[src/rtl/traffic_pkg.sv]
// Shared encodings for the intersection phase arbiter: lamp codes,
// approach indices, phase numbers and a small direction helper.
package traffic_pkg;

    // Lamp bus codes, one-hot so a stuck or doubled lamp is easy to spot.
    localparam logic [2:0] LT_GREEN  = 3'b001;
    localparam logic [2:0] LT_YELLOW = 3'b010;
    localparam logic [2:0] LT_RED    = 3'b100;

    // Approach indices; also the bit positions in the req vector.
    localparam logic [1:0] DIR_N = 2'd0;
    localparam logic [1:0] DIR_S = 2'd1;
    localparam logic [1:0] DIR_W = 2'd2;
    localparam logic [1:0] DIR_E = 2'd3;

    // Phase encodings, exported unchanged on the phase output.
    localparam logic [1:0] PH_RED_HOLD = 2'd0;
    localparam logic [1:0] PH_GREEN    = 2'd1;
    localparam logic [1:0] PH_YELLOW   = 2'd2;
    localparam logic [1:0] PH_ALLRED   = 2'd3;

    // One-hot mask for an approach, used to split own vs. other demand.
    function automatic logic [3:0] dir_onehot(input logic [1:0] dir);
        return 4'b0001 << dir;
    endfunction

endpackage

[src/rtl/rr_pick4.sv]
// Combinational round-robin picker over four requesters. Search starts
// just after ptr and wraps, so ptr itself is the lowest priority and is
// only chosen when it is the sole requester.
module rr_pick4 (
    input  logic [3:0] req,
    input  logic [1:0] ptr,
    output logic [1:0] sel,
    output logic       any
);

    logic       found;
    logic [1:0] cand;

    // Walk ptr+1, ptr+2, ptr+3, ptr and keep the first set request.
    always_comb begin
        // NOTE: every variable gets a value before any branch so no latch is inferred.
        sel   = ptr;
        found = 1'b0;
        cand  = ptr;
        for (int i = 1; i <= 4; i++) begin
            cand = ptr + 2'(i);
            if (!found && req[cand]) begin
                sel   = cand;
                found = 1'b1;
            end
        end
    end

    assign any = |req;

endmodule

[src/rtl/traffic_phase_arbiter.sv]
// Demand-driven phase scheduler for a four-way intersection. One approach
// is green at a time; service rotates round-robin with min/max green,
// fixed yellow and all-red clearance, plus emergency preemption.
// All outputs decode registered state only.
module traffic_phase_arbiter
    import traffic_pkg::*;
#(
    parameter int CNT_W     = 8,
    parameter int GREEN_MIN = 4,
    parameter int GREEN_MAX = 16,
    parameter int YELLOW_T  = 3,
    parameter int ALLRED_T  = 1
) (
    input  logic       clk,
    input  logic       rst,
    input  logic       tick,
    input  logic [3:0] req,
    input  logic       emg_valid,
    input  logic [1:0] emg_dir,
    output logic       emg_ack,
    output logic [2:0] N,
    output logic [2:0] S,
    output logic [2:0] W,
    output logic [2:0] E,
    output logic [1:0] phase,
    output logic [1:0] phase_dir
);

    localparam logic [CNT_W-1:0] TMR_MAX     = '1;
    localparam logic [CNT_W-1:0] GREEN_MIN_C = CNT_W'(GREEN_MIN);
    localparam logic [CNT_W-1:0] GREEN_MAX_C = CNT_W'(GREEN_MAX);
    localparam logic [CNT_W-1:0] YELLOW_C    = CNT_W'(YELLOW_T);
    localparam logic [CNT_W-1:0] ALLRED_C    = CNT_W'(ALLRED_T);

    logic [1:0]       phase_q, phase_d;
    logic [1:0]       dir_q, dir_d;
    logic [1:0]       ptr_q, ptr_d;
    logic [CNT_W-1:0] tmr_q, tmr_d;
    logic             ack_q, ack_d;

    logic [1:0]       pick_sel;
    logic             pick_any;
    logic [1:0]       sel;
    logic             go;
    logic             own_req;
    logic             other_req;
    logic             green_expired;
    logic [3:0][2:0]  lamp;

    rr_pick4 u_pick (
        .req (req),
        .ptr (ptr_q),
        .sel (pick_sel),
        .any (pick_any)
    );

    // An emergency overrides normal demand for the next grant.
    assign sel = emg_valid ? emg_dir : pick_sel;
    assign go  = emg_valid | pick_any;

    // Demand split between the approach owning the phase and everyone else.
    assign own_req   = req[dir_q];
    assign other_req = |(req & ~dir_onehot(dir_q));

    // Normal green exit: forced at max green, or gap-out after min green.
    assign green_expired = (tmr_q >= GREEN_MAX_C) ||
                           ((tmr_q >= GREEN_MIN_C) && !own_req);

    // Phase sequencing, grant selection and phase timer.
    always_comb begin
        phase_d = phase_q;
        dir_d   = dir_q;
        ptr_d   = ptr_q;
        case (phase_q)
            PH_RED_HOLD: begin
                if (go) begin
                    phase_d = PH_GREEN;
                    dir_d   = sel;
                    ptr_d   = sel;
                end
            end
            PH_GREEN: begin
                if (emg_valid) begin
                    // Preemption for the current owner holds green; any
                    // other direction cuts green short regardless of min.
                    if (emg_dir != dir_q) begin
                        phase_d = PH_YELLOW;
                    end
                end else if (other_req && green_expired) begin
                    phase_d = PH_YELLOW;
                end
            end
            PH_YELLOW: begin
                // Yellow always runs to completion, even under preemption.
                if (tmr_q == YELLOW_C) begin
                    phase_d = PH_ALLRED;
                end
            end
            PH_ALLRED: begin
                if (tmr_q == ALLRED_C) begin
                    if (go) begin
                        phase_d = PH_GREEN;
                        dir_d   = sel;
                        ptr_d   = sel;
                    end else begin
                        phase_d = PH_RED_HOLD;
                    end
                end
            end
            default: phase_d = PH_RED_HOLD;
        endcase

        // The timer restarts on every phase entry; a tick landing on the
        // transition clock is deliberately dropped.
        if (phase_d != phase_q) begin
            tmr_d = '0;
        end else if (tick && (tmr_q != TMR_MAX)) begin
            tmr_d = tmr_q + CNT_W'(1);
        end else begin
            tmr_d = tmr_q;
        end

        // Acknowledge is registered alongside the phase it describes.
        ack_d = (phase_d == PH_GREEN) && emg_valid && (emg_dir == dir_d);
    end

    // State registers with asynchronous reset to all-red hold.
    always_ff @(posedge clk or posedge rst) begin
        if (rst) begin
            phase_q <= PH_RED_HOLD;
            dir_q   <= DIR_N;
            ptr_q   <= DIR_N;
            tmr_q   <= '0;
            ack_q   <= 1'b0;
        end else begin
            // NOTE: non-blocking updates keep every flop sampling pre-edge values.
            phase_q <= phase_d;
            dir_q   <= dir_d;
            ptr_q   <= ptr_d;
            tmr_q   <= tmr_d;
            ack_q   <= ack_d;
        end
    end

    // Lamp decode: everything red except the owner in green or yellow.
    always_comb begin
        lamp = {4{LT_RED}};
        if (phase_q == PH_GREEN) begin
            lamp[dir_q] = LT_GREEN;
        end else if (phase_q == PH_YELLOW) begin
            lamp[dir_q] = LT_YELLOW;
        end
    end

    assign N         = lamp[DIR_N];
    assign S         = lamp[DIR_S];
    assign W         = lamp[DIR_W];
    assign E         = lamp[DIR_E];
    assign phase     = phase_q;
    assign phase_dir = dir_q;
    assign emg_ack   = ack_q;

endmodule

[config.mk]
export PLATFORM = sky130hd
export DESIGN_NAME = traffic_phase_arbiter
export DESIGN_NICKNAME = d
export VERILOG_FILES = /design/src/rtl/traffic_pkg.sv /design/src/rtl/rr_pick4.sv /design/src/rtl/traffic_phase_arbiter.sv
export SDC_FILE = /design/constraint.sdc
export NUM_CORES = 1
export LEC_CHECK = 0
export BUFFER_PORTS_ARGS = -buffer_cell sky130_fd_sc_hd__clkbuf_2
export CELL_PAD_IN_SITES_DETAIL_PLACEMENT = 0
export CELL_PAD_IN_SITES_GLOBAL_PLACEMENT = 1
export CORE_UTILIZATION = 36
export CTS_CLUSTER_DIAMETER = 100
export DETAILED_ROUTE_END_ITERATION = 8
export GPL_TIMING_DRIVEN = 0
export PLACE_DENSITY = 0.77
export REMOVE_ABC_BUFFERS = 1
export SLEW_MARGIN = 25
export SYNTH_ARGS = -nofsm -noshare
export SYNTH_HDL_FRONTEND = slang
export SYNTH_SLANG_ARGS = --single-unit
[constraint.sdc]
create_clock -name clk -period 2.3 [get_ports clk]
set_input_delay 0 -clock clk [delete_from_list [all_inputs] [get_ports clk]]
set_output_delay 0 -clock clk [all_outputs]
set_load 0.005 [all_outputs]
After elaboration in Yosys (flattened, before gate mapping) --
Index checks and enable logic that the tools add are counted.
Word-level totals: output and inout bits 17, input port bits 10, register bits 15
Operators by class: $add $sub $neg 4, bitwise operators 4, equality and inequality tests 11, multiplexer cells 38, reduce and logical (&&, ||, !) cells 20, shift operators 1, order comparisons 8
Operator list (number):
- $mux 2 | 15
- $mux 12 | 2
- $mux 8 | 2
- $lt 2x3->1 const B | 5
- $bmux 1 s2 | 5
- $logic_and 1x1->1 | 9
- $mux 1 | 9
- $add 8x1->8 const B | 1
- $eq 8x1->1 const B | 1
- $eq 8x2->1 const B | 1
- $ge 8x3->1 const B | 1
- $ge 8x5->1 const B | 1
- $ne 8x8->1 const B | 1
- $not 4->4 | 2
- $pmux 2 s2 | 2
- $pmux 2 s4 | 1
- $reduce_or 4->1 | 2
- $demux 3 s2 | 1
- $add 2x2->2 const B | 2
- $and 4x4->4 | 1
- $eq 2x1->1 const B | 2
- $eq 2x2->1 const B | 2
- $logic_not 1->1 | 4
- $ne 2x2->1 | 2
- other kinds (11) | 12

Depth between registers and ports, before layout --
Gate-level depths: netlist of the first run.
depth in word-level cells 19, mapped depth 8, mapped depth without buffers 7

Hierarchy --
Synthesis of the first run repeated with hierarchy kept, for this count alone.
Second synthesis, totals: cells, all modules 158, area, all modules 1338.8 sq um
Modules (own cells, without submodules):
- traffic_phase_arbiter | cells each 144, area each 1266.2 sq um, times used 1
- rr_pick4 | cells each 14, area each 72.6 sq um, times used 1

Worst setup path after synthesis of the first run --
Ideal clock, no wire load.
path kind register to register, start register tmr_q[4], end register ack_q, in the netlist emg_ack, slack 0.115 ns, clock period less this slack 2.185 ns, stages on the path, launching flop included 7, library setup time 0.095 ns, buffers on the path 0, arrival time 2.090 ns, cell sequence dfrtp_1 nor4_4 nand2_2 or4b_4 a32o_1 xor2_1 nor4b_2
RTL lines:
- from (decl) | RTL line traffic_phase_arbiter.sv:38 | logic [CNT_W-1:0] tmr_q, tmr_d;
- from (signal assigned) | RTL line traffic_phase_arbiter.sv:140 | tmr_q <= tmr_d;
- $eq 8x1->1 | RTL line traffic_phase_arbiter.sv:100 | if (tmr_q == ALLRED_C) begin
- $mux 2 | RTL line traffic_phase_arbiter.sv:100
- $pmux 2 s2 | RTL line traffic_phase_arbiter.sv:74 | case (phase_q)
- via dir_d[1] | RTL line traffic_phase_arbiter.sv:36 | logic [1:0] dir_q, dir_d;
- $eq 2x2->1 | RTL line traffic_phase_arbiter.sv:124 | ack_d = (phase_d == PH_GREEN) && emg_valid && (emg_dir == dir_d);
- $logic_and 1x1->1 | RTL line traffic_phase_arbiter.sv:124
- via ack_d | RTL line traffic_phase_arbiter.sv:39 | logic ack_q, ack_d;
- to (signal assigned) | RTL line traffic_phase_arbiter.sv:141 | ack_q <= ack_d;
- to (decl) | RTL line traffic_phase_arbiter.sv:39
The timed path passes the listed nets, and every way through them passes these cells. A chain may end at the register's enable or synchronous reset.

Worst setup path after layout of the first run --
start register tmr_q[5], end register ack_q, in the netlist emg_ack
Same word-level chain as after synthesis.

==> results of run 1 <==
-- cells by family (layout without fill, tap and decap cells) --
group | after synthesis | after routing | share of synthesized area
and+or+nand+nor | 63 | 63 | 0.274
AOI/OAI and AO/OA | 39 | 39 | 0.197
buffers and inverters | 17 | 48 | 0.0618
DFF | 15 | 15 | 0.281
xor gates and xnor gates | 11 | 11 | 0.0721
adders and majority gates | 7 | 7 | 0.0655
muxes | 6 | 6 | 0.0487
-- path summary, 6_finish.rpt --
kind | depth (start not counted) | to | startpoint
max | 6 | emg_ack | tmr_q[5]
max in group asynchronous | 3 | tmr_q[5] | rst
min in group asynchronous | 3 | tmr_q[1] | rst
max reg2reg | 6 | emg_ack | tmr_q[5]
min | 3 | emg_ack | emg_valid
min reg2reg | 1 | ptr_q[0] | ptr_q[0]
-- worst max-delay path, cell delays in order, from the launching register on --
cell	delay, ns
dfrtp_2	0.45
nor4_4	0.35
nand2_2	0.11
or4b_4	0.50
a32o_1	0.28
xnor2_1	0.14
nor4b_2	0.29
-- flip-flops by register name (all words and copies together) (netlist names) --
name	flops
phase	2
emg_ack	1
tmr_q	8
phase_dir	2
ptr_q	2
-- power by group --
part | switching, uW | leakage (uW) | internal [uW]
clock network | 91.3 | 0.0000255 | 120
logic | 618 | 0.000475 | 547
registers | 102 | 0.000191 | 337
total | 811 | 0.000691 | 1000
-- cells in the final DEF (no fill, tap or decap), types with 4 or more instances in the layout --
master	count
a21oi_1	5
buf_4	6
clkbuf_2	26
dfrtp_1	10
dfrtp_2	5
ha_1	5
inv_1	9
mux2_2	4
nand2_1	7
nand3_1	4
nor2_1	12
nor2b_1	7
nor3_1	13
o21ai_0	11
xnor2_1	8
-- final cells by class --
class | instances | area, um^2 | share of cell area
Timing Repair Buffer | 34 | 205 | 0.126
Inverter | 10 | 37.5 | 0.0230
Clock buffer | 3 | 41.3 | 0.0253
Clock inverter | 1 | 5.00 | 0.00307
Sequential cell | 15 | 382 | 0.234
Multi-Input combinational cell | 126 | 905 | 0.554
Tap cell | 46 | 57.6 | 0.0352
-- per-stage QoR --
step / cells / instance area [um^2] / setup WS (ns)
4_1_cts: 229 / 1560 / 0.0203
2_1_floorplan: 151 / 1290 / 0.101
3_5_place_dp: 223 / 1480 / -0.381
6_report: 235 / 1630 / 0.0836
3_3_place_gp: 223 / 1480 / -0.352
5_1_grt: 235 / 1630 / -0.0156
-- routing by layer --
metal | vias to the layer above | share of wire
met4 | 0 | 0.015
met5 | - | 0
li1 | 634 | -
met2 | 41 | 0.49
met1 | 612 | 0.45
met3 | 8 | 0.043
-- what timing repair did --
item | 4_1_cts | 5_1_grt
setup buffers | 1 | 6
endpoints found under the hold margin | 15 | 0
gates resized for setup | 4 | 8
hold buffers | 1 | 0
pin swaps | 1 | 5
setup endpoints to repair | 9 | 9
==> results.yml, run 1 <==
outcome:
  status: "finished, final reports clean"
floorplanning:
  fp-row-count: 21
  die_area_um2: 3960
  dieWidth_um: 62.9
  floorplan.initialDensity: 0.388
  design.core.area_um2: 3440
  num_io_pins: 27
  fp.dieH_um: 62.9
sta:
  relSlewSlack: 0.621
  skew_ns: 0.00244
  hold_viol_final: 0
  finalSetupViolCount: 0
  finalMaxSlewViolations: 0
  rsz0062_at_grt: "yes"
  tightestPinTransition_ns: 0.568
  layout_min_cycle_time_ns: 2.22
  setup_tns_ns: 0
  period_share: 0.964
  max_freq_mhz: 451
  hold_ws_ns: 0.180
synthesis:
  syn_inst: 158
  syn_area_um2: 1340
  synth_edf_count: 0
  synth_commonest_cells: "dfrtp_1, nor2_1, nor3_1, o21ai_0, inv_1"
  seq_area_frac_synth: 0.281
  yosysTopAreaCellShare: 0.281
  syn_area_per_cell_um2: 8.46
  synthTopCellsByArea: "dfrtp_1, ha_1, xnor2_1"
  ys_ff_latch: 15
  synth_flop_cell: "dfrtp_1"
  ys_async_sr_fraction: 1.00
  yosysUniqueCellTypes: 46
  synth-warning-count: 0
  yosysTopAreaCell: "dfrtp_1"
  synth.most_common_cell: "dfrtp_1"
clock_network:
  insertion_delay_ns: 0.25
  numCtsBuffers: 3
  cts_sinks: 15
  clk_pin_slew_ns: 0.06
  htreeDepth: 1
  cts_tree: "done"
  clockRootBuffer: "clkbuf_8"
  cts_buffer_depth: 2
grt:
  global_route.usage.met3: 0.0164
  grt_pass1_vias: 1197
  track_usage: 0.169
  grtUsageMet2: 0.292
  busiest_layer: "met2"
  antenna_found_initial: 0
  grt_max_degree: 16
  grt_util_met1: 0.220
  gr-total-overflow: 0
  grt_first_pass_wirelength_um: 5480
route:
  vias_per_cell: 5.51
  routed_wl_um: 3180
  wl_per_cell_um: 13.5
  drt_pre_antenna_iters: 4
  drcViolationCount: 0
  vias: 1295
  drtAntennaViolNets: 0
  drt-initial-drc-count: 53
critical_path:
  crit_path_max_fanout: 5
  r2r_slack_ns: 0.08
  crit_arrival_ns: 2.36
  worstPathRequired_ns: 2.45
  critPathCaptureType: "flop"
  start_kind: "flop"
  critPathKind: "reg -> reg"
finish:
  syn2layout_area_growth_pct: 22.2
  drive_gt1_frac: 0.312
  utilization: 0.474
  num_antenna_cells: 0
  final_nets: 207
  fillCellCount: 337
pwr:
  p_per_area_nw_per_um2: 1110
  vdd_drop_max_mv: 0.504
  total_leakage_power_uw: 0.000691
  power.total_uw: 1820
placed_design:
  io_buffer_count: 26
  dpl.hpwl_um: 2310
  gp_congestion: 0.888
run:
  drv_cap: 0
hold_path:
  hp-class: "in -> reg"
(Power assumes the default switching activity.)
==> run 2, diff against run 1 <==
CORE_UTILIZATION = 40   (was 36)
CTS_CLUSTER_SIZE = 40   (was not set)
PLACE_DENSITY = 0.8   (was 0.77)
clock period = 2.1 ns   (was 2.3 ns; I/O delays follow)
==> run 2 against run 1 <==
Effect of this change:
- the run now ends with setup timing left
- clock power down 19%
- clock-buffer cell count unchanged
- largest power group unchanged
- maximum frequency up 4.0%
- critical path depth unchanged
- highest routed layer unchanged
- die area down 9.7%
==> results.yml, run 2 (same netlist as run 1, synthesis figures left out) <==
floorplanning:
  num_io_pins: 27
  fp.dieH_um: 59.8
  dieWidth_um: 59.8
  die_area_um2: 3580
  floorplan.initialDensity: 0.431
  design.core.area_um2: 3100
  fp-row-count: 20
hold_path:
  hp-class: "in -> reg"
pwr:
  vdd_drop_max_mv: 0.750
  p_comb_frac: 0.699
  pwr-share-seq: 0.219
  p_int_uw: 1110
  p_per_area_nw_per_um2: 1230
  switching_share: 0.469
  p_clk_frac: 0.082
  total_leakage_power_uw: 0.000731
  switchingPower_uw: 980
route:
  wl_per_cell_um: 14.4
  vias: 1291
  drcViolationCount: 0
  vias_per_cell: 5.42
  routed_wl_um: 3420
  drtAntennaViolNets: 0
  drt-initial-drc-count: 51
  drt_pre_antenna_iters: 4
finish:
  largest_reg_flops: 8
  utilization: 0.547
  drive_gt1_frac: 0.387
  syn2layout_area_growth_pct: 27.0
  num_antenna_cells: 0
  mostFrequentLayoutCell: "clkbuf_2"
  fin_area_um2: 1700
  largest_register: "tmr_q"
  final_cell_mix: "clkbuf_2, nor2_1, buf_4"
  final_nets: 212
clock_network:
  clockRootBuffer: "clkbuf_4"
  cts_sinks: 15
  insertion_delay_ns: 0.29
  htreeDepth: 1
  cts_tree: "done"
  numCtsBuffers: 3
  cts_buffer_depth: 2
  clk_pin_slew_ns: 0.10
grt:
  grt_max_degree: 16
  track_usage: 0.198
  gr-total-overflow: 0
  grt_first_pass_wirelength_um: 5230
  antenna_found_initial: 0
  grt_pass1_vias: 1139
placed_design:
  io_buffer_count: 26
  dpl.hpwl_um: 2300
  gp_congestion: 0.795
  place_area_um2: 1480
  place_ws_ns: -0.653
sta:
  finalMaxSlewViolations: 0
  layout_min_cycle_time_ns: 2.13
  fin_ws_ns: -0.0321
  hold_viol_final: 0
  rsz0062_at_grt: "yes"
  skew_ns: 0.00692
  tightestPinTransition_ns: 0.575
  relSlewSlack: 0.616
  setup_tns_ns: -0.0353
  max_freq_mhz: 469
  finalSetupViolCount: 2
  period_share: 1.02
critical_path:
  critPathKind: "reg -> reg"
  start_kind: "flop"
  crit_path_max_fanout: 6
  crit_arrival_ns: 2.34
  critPathCaptureType: "flop"
  crit_chain: "nor2_2, nand2_2, or4b_4, a32o_2, xor2_1, nor4b_2"
  worstPathRequired_ns: 2.31
  critical_path.max_stage_delay_ns: 0.50
  crit_slowest_cell: "or4b_4"
outcome:
  status: "finished, violations left"
  violations: "setup timing"
run:
  drv_cap: 0
==> run 2: changes by cell type in the layout (fill, tap and decap cells not counted), moves of 2 or more <==
cell      change
buf_4         +5
nor3_1        -4
nor3_2        +4
clkbuf_4      +3
a32o_2        +2
clkbuf_8      -3
a32o_1        -2
==> run 2: cell type report <==
class                      count  area, um^2
sequential                    15         382
multi-input combinational    126         952
inverter                      10        37.5
clock inverter                 1        5.00
fill                         315        1410
clock buffer                   3        22.5
timing repair buffer          39         243
tap                           44        55.1
==> run 2: path summary, 6_finish.rpt <==
kind | from | endpoint | slack [ns] | cells after the start
setup / recovery | tmr_q[2] | emg_ack | -0.03 | 6
hold / removal | emg_dir[1] | emg_ack | 0.11 | 3
setup reg to reg | tmr_q[2] | emg_ack | -0.03 | 6
hold reg to reg | ptr_q[1] | ptr_q[1] | 0.59 | 1
max in group asynchronous | rst | phase[1] | 1.40 | 3
min in group asynchronous | rst | emg_ack | 0.29 | 3
==> run 2: power by group through the flow <==
stage	Clock [uW]	Sequential, uW	Combinational [uW]
after floorplan	0	463	739
after global placement	0	481	1000
after detailed placement	0	489	1030
after CTS	176	454	1360
after global routing	186	468	1580
final	171	457	1460
==> run 2: metal layers <==
metal / track usage / share of wire / up-vias
li1: - / - / 647
met3: 0.0130 / 0.023 / 4
met4: 0.0698 / 0.0099 / 0
met5: 0 / 0 / -
met1: 0.244 / 0.46 / 617
met2: 0.359 / 0.51 / 23
==> run 2: critical path: cells and delay by family, from the launching register on <==
family | cells | cell delay, ns
DFF | 1 | 0.48
AOI/OAI and AO/OA | 1 | 0.29
xor gates and xnor gates | 1 | 0.15
and+or+nand+nor | 4 | 1.12
==> run 2: timing repair <==
action / CTS / global route
pin swaps: 6 / 5
resized for setup: 18 / 8
endpoints found under the setup margin: 9 / 9
setup buffers: 11 / 1
gates cloned: 0 / 0
hold buffers: 1 / 0
endpoints found under the hold margin: 15 / 0
==> run 2: metrics by stage <==
step	hold WS, ns	std cells	total power (uW)
detailed placement	0.0645	221	1520
global route	0.129	238	2230
finish	0.107	238	2090
global placement	0.0525	221	1490
floorplan	-0.0985	151	1200
CTS	0.113	237	1990
==> run 3, diff against run 2 <==
GPL_TIMING_DRIVEN = 1   (was 0)
RECOVER_POWER = 50   (was not set)
==> run 3 against run 2 <==
Effect of this change:
- the run now ends clean
- maximum frequency up 2.0%
- register-to-register slack gained 0.04 ns
- final cell count rose by 6.3%
- largest power group unchanged
- setup slack better by 0.041 ns
- hold slack improved by 0.027 ns
==> results.yml, run 3 (same netlist as run 1, synthesis figures left out) <==
clock_network:
  htreeDepth: 1
  clockRootBuffer: "clkbuf_4"
  cts_sinks: 15
  clk_pin_slew_ns: 0.09
  numCtsBuffers: 3
  cts_buffer_depth: 2
  cts_tree: "done"
  insertion_delay_ns: 0.27
route:
  drt-initial-drc-count: 65
  vias_per_cell: 5.27
  routed_wl_um: 3350
  drt_pre_antenna_iters: 4
  drcViolationCount: 0
  wl_per_cell_um: 13.2
  drtAntennaViolNets: 0
  vias: 1334
placed_design:
  io_buffer_count: 26
  dpl.hpwl_um: 2610
  dp_cells: 241
  gp_congestion: 0.815
outcome:
  status: "finished, final reports clean"
finish:
  mostFrequentLayoutCell: "clkbuf_2"
  largest_reg_flops: 8
  largest_register: "tmr_q"
  fin_cells: 253
  final_cell_mix: "clkbuf_2, buf_4, dfrtp_1"
  utilization: 0.578
  final_nets: 227
  num_antenna_cells: 0
  syn2layout_area_growth_pct: 34.3
  drive_gt1_frac: 0.392
  fillCellCount: 304
floorplanning:
  floorplan.initialDensity: 0.431
  fp.dieH_um: 59.8
  fp-row-count: 20
  dieWidth_um: 59.8
  num_io_pins: 27
  design.core.area_um2: 3100
  die_area_um2: 3580
grt:
  gr-total-overflow: 0
  grt_max_degree: 16
  track_usage: 0.198
  antenna_found_initial: 0
  grt_pass1_vias: 1212
  grt_first_pass_wirelength_um: 5420
sta:
  skew_ns: 0.00503
  layout_min_cycle_time_ns: 2.09
  hold_viol_final: 0
  max_freq_mhz: 478
  setup_tns_ns: 0
  finalSetupViolCount: 0
  rsz0062_at_grt: "yes"
  hold_ws_ns: 0.135
  tightestPinTransition_ns: 0.572
  period_share: 0.996
  relSlewSlack: 0.618
  finalMaxSlewViolations: 0
critical_path:
  crit_path_max_fanout: 2
  crit_chain: "nor4_4, nand2_2, or4b_4, a32o_2, xnor2_1, nor4b_2"
  critPathKind: "reg -> reg"
  worstPathRequired_ns: 2.29
  r2r_slack_ns: 0.009
  critPathCaptureType: "flop"
  critical_path.max_stage_delay_ns: 0.49
  crit_family: "simple AND/OR/NAND/NOR gates"
  crit_buf_inv: 0
  crit_arrival_ns: 2.28
  start_kind: "flop"
  crit_slowest_cell: "or4b_4"
pwr:
  power.total_uw: 2080
  vdd_drop_max_mv: 0.716
  p_per_area_nw_per_um2: 1160
  total_leakage_power_uw: 0.000808
run:
  drv_cap: 0
hold_path:
  hp-class: "in -> reg"
## run 3: changes by cell type in the layout (fill, tap and decap cells not counted), sizes merged
| cell | before | now |
|---|---|---|
| clkinv | 1 | 0 |
| clkbuf | 29 | 32 |
| buf | 12 | 25 |
## run 3: final timing paths
kind	start	endpoint	depth (start not counted)
max	tmr_q[4]	emg_ack	6
min	emg_dir[0]	emg_ack	4
max reg2reg	tmr_q[4]	emg_ack	6
min reg2reg	ptr_q[0]	ptr_q[0]	1
max in group asynchronous	rst	phase_dir[0]	3
min in group asynchronous	rst	ptr_q[0]	3
## run 3: cell type report
class | instances | area, um^2 | share of cell area
tap | 44 | 55.1 | 0.0307
sequential | 15 | 377 | 0.210
multi-input combinational | 126 | 960 | 0.535
timing repair buffer | 54 | 339 | 0.189
clock buffer | 4 | 26.3 | 0.0146
inverter | 10 | 37.5 | 0.0209
## run 3: through the flow
step / setup slack [ns] / area [um^2]
2_1_floorplan: -0.0990 / 1290
4_1_cts: 0.000475 / 1680
3_3_place_gp: 0.0718 / 1630
5_1_grt: -0.0804 / 1790
6_report: 0.00897 / 1790
3_5_place_dp: 0.00686 / 1630
## run 3: repair_timing
item	CTS	global route
setup endpoints to repair	1	9
hold endpoints to repair	15	0
gates resized for setup	2	19
pin swaps	3	3
setup buffers	2	5
hold buffers	1	0
## run 3: worst min-delay path, cell delays in order
cell      delay, ns
clkbuf_2       0.10
inv_1          0.09
xnor2_1        0.14
nor4b_2        0.05
## run 3: metal layers
metal / track usage / share of wire / vias up
met5: 0 / 0 / -
met4: 0.0498 / 0.0048 / 0
met3: 0.0260 / 0.044 / 2
met2: 0.348 / 0.51 / 29
met1: 0.253 / 0.44 / 627
li1: - / - / 676
## run 3: report_power, final
group | total (uW) | internal [uW] | switching [uW]
Combinational | 1480 | 686 | 797
Clock | 160 | 73.5 | 86.0
Sequential | 438 | 365 | 72.6
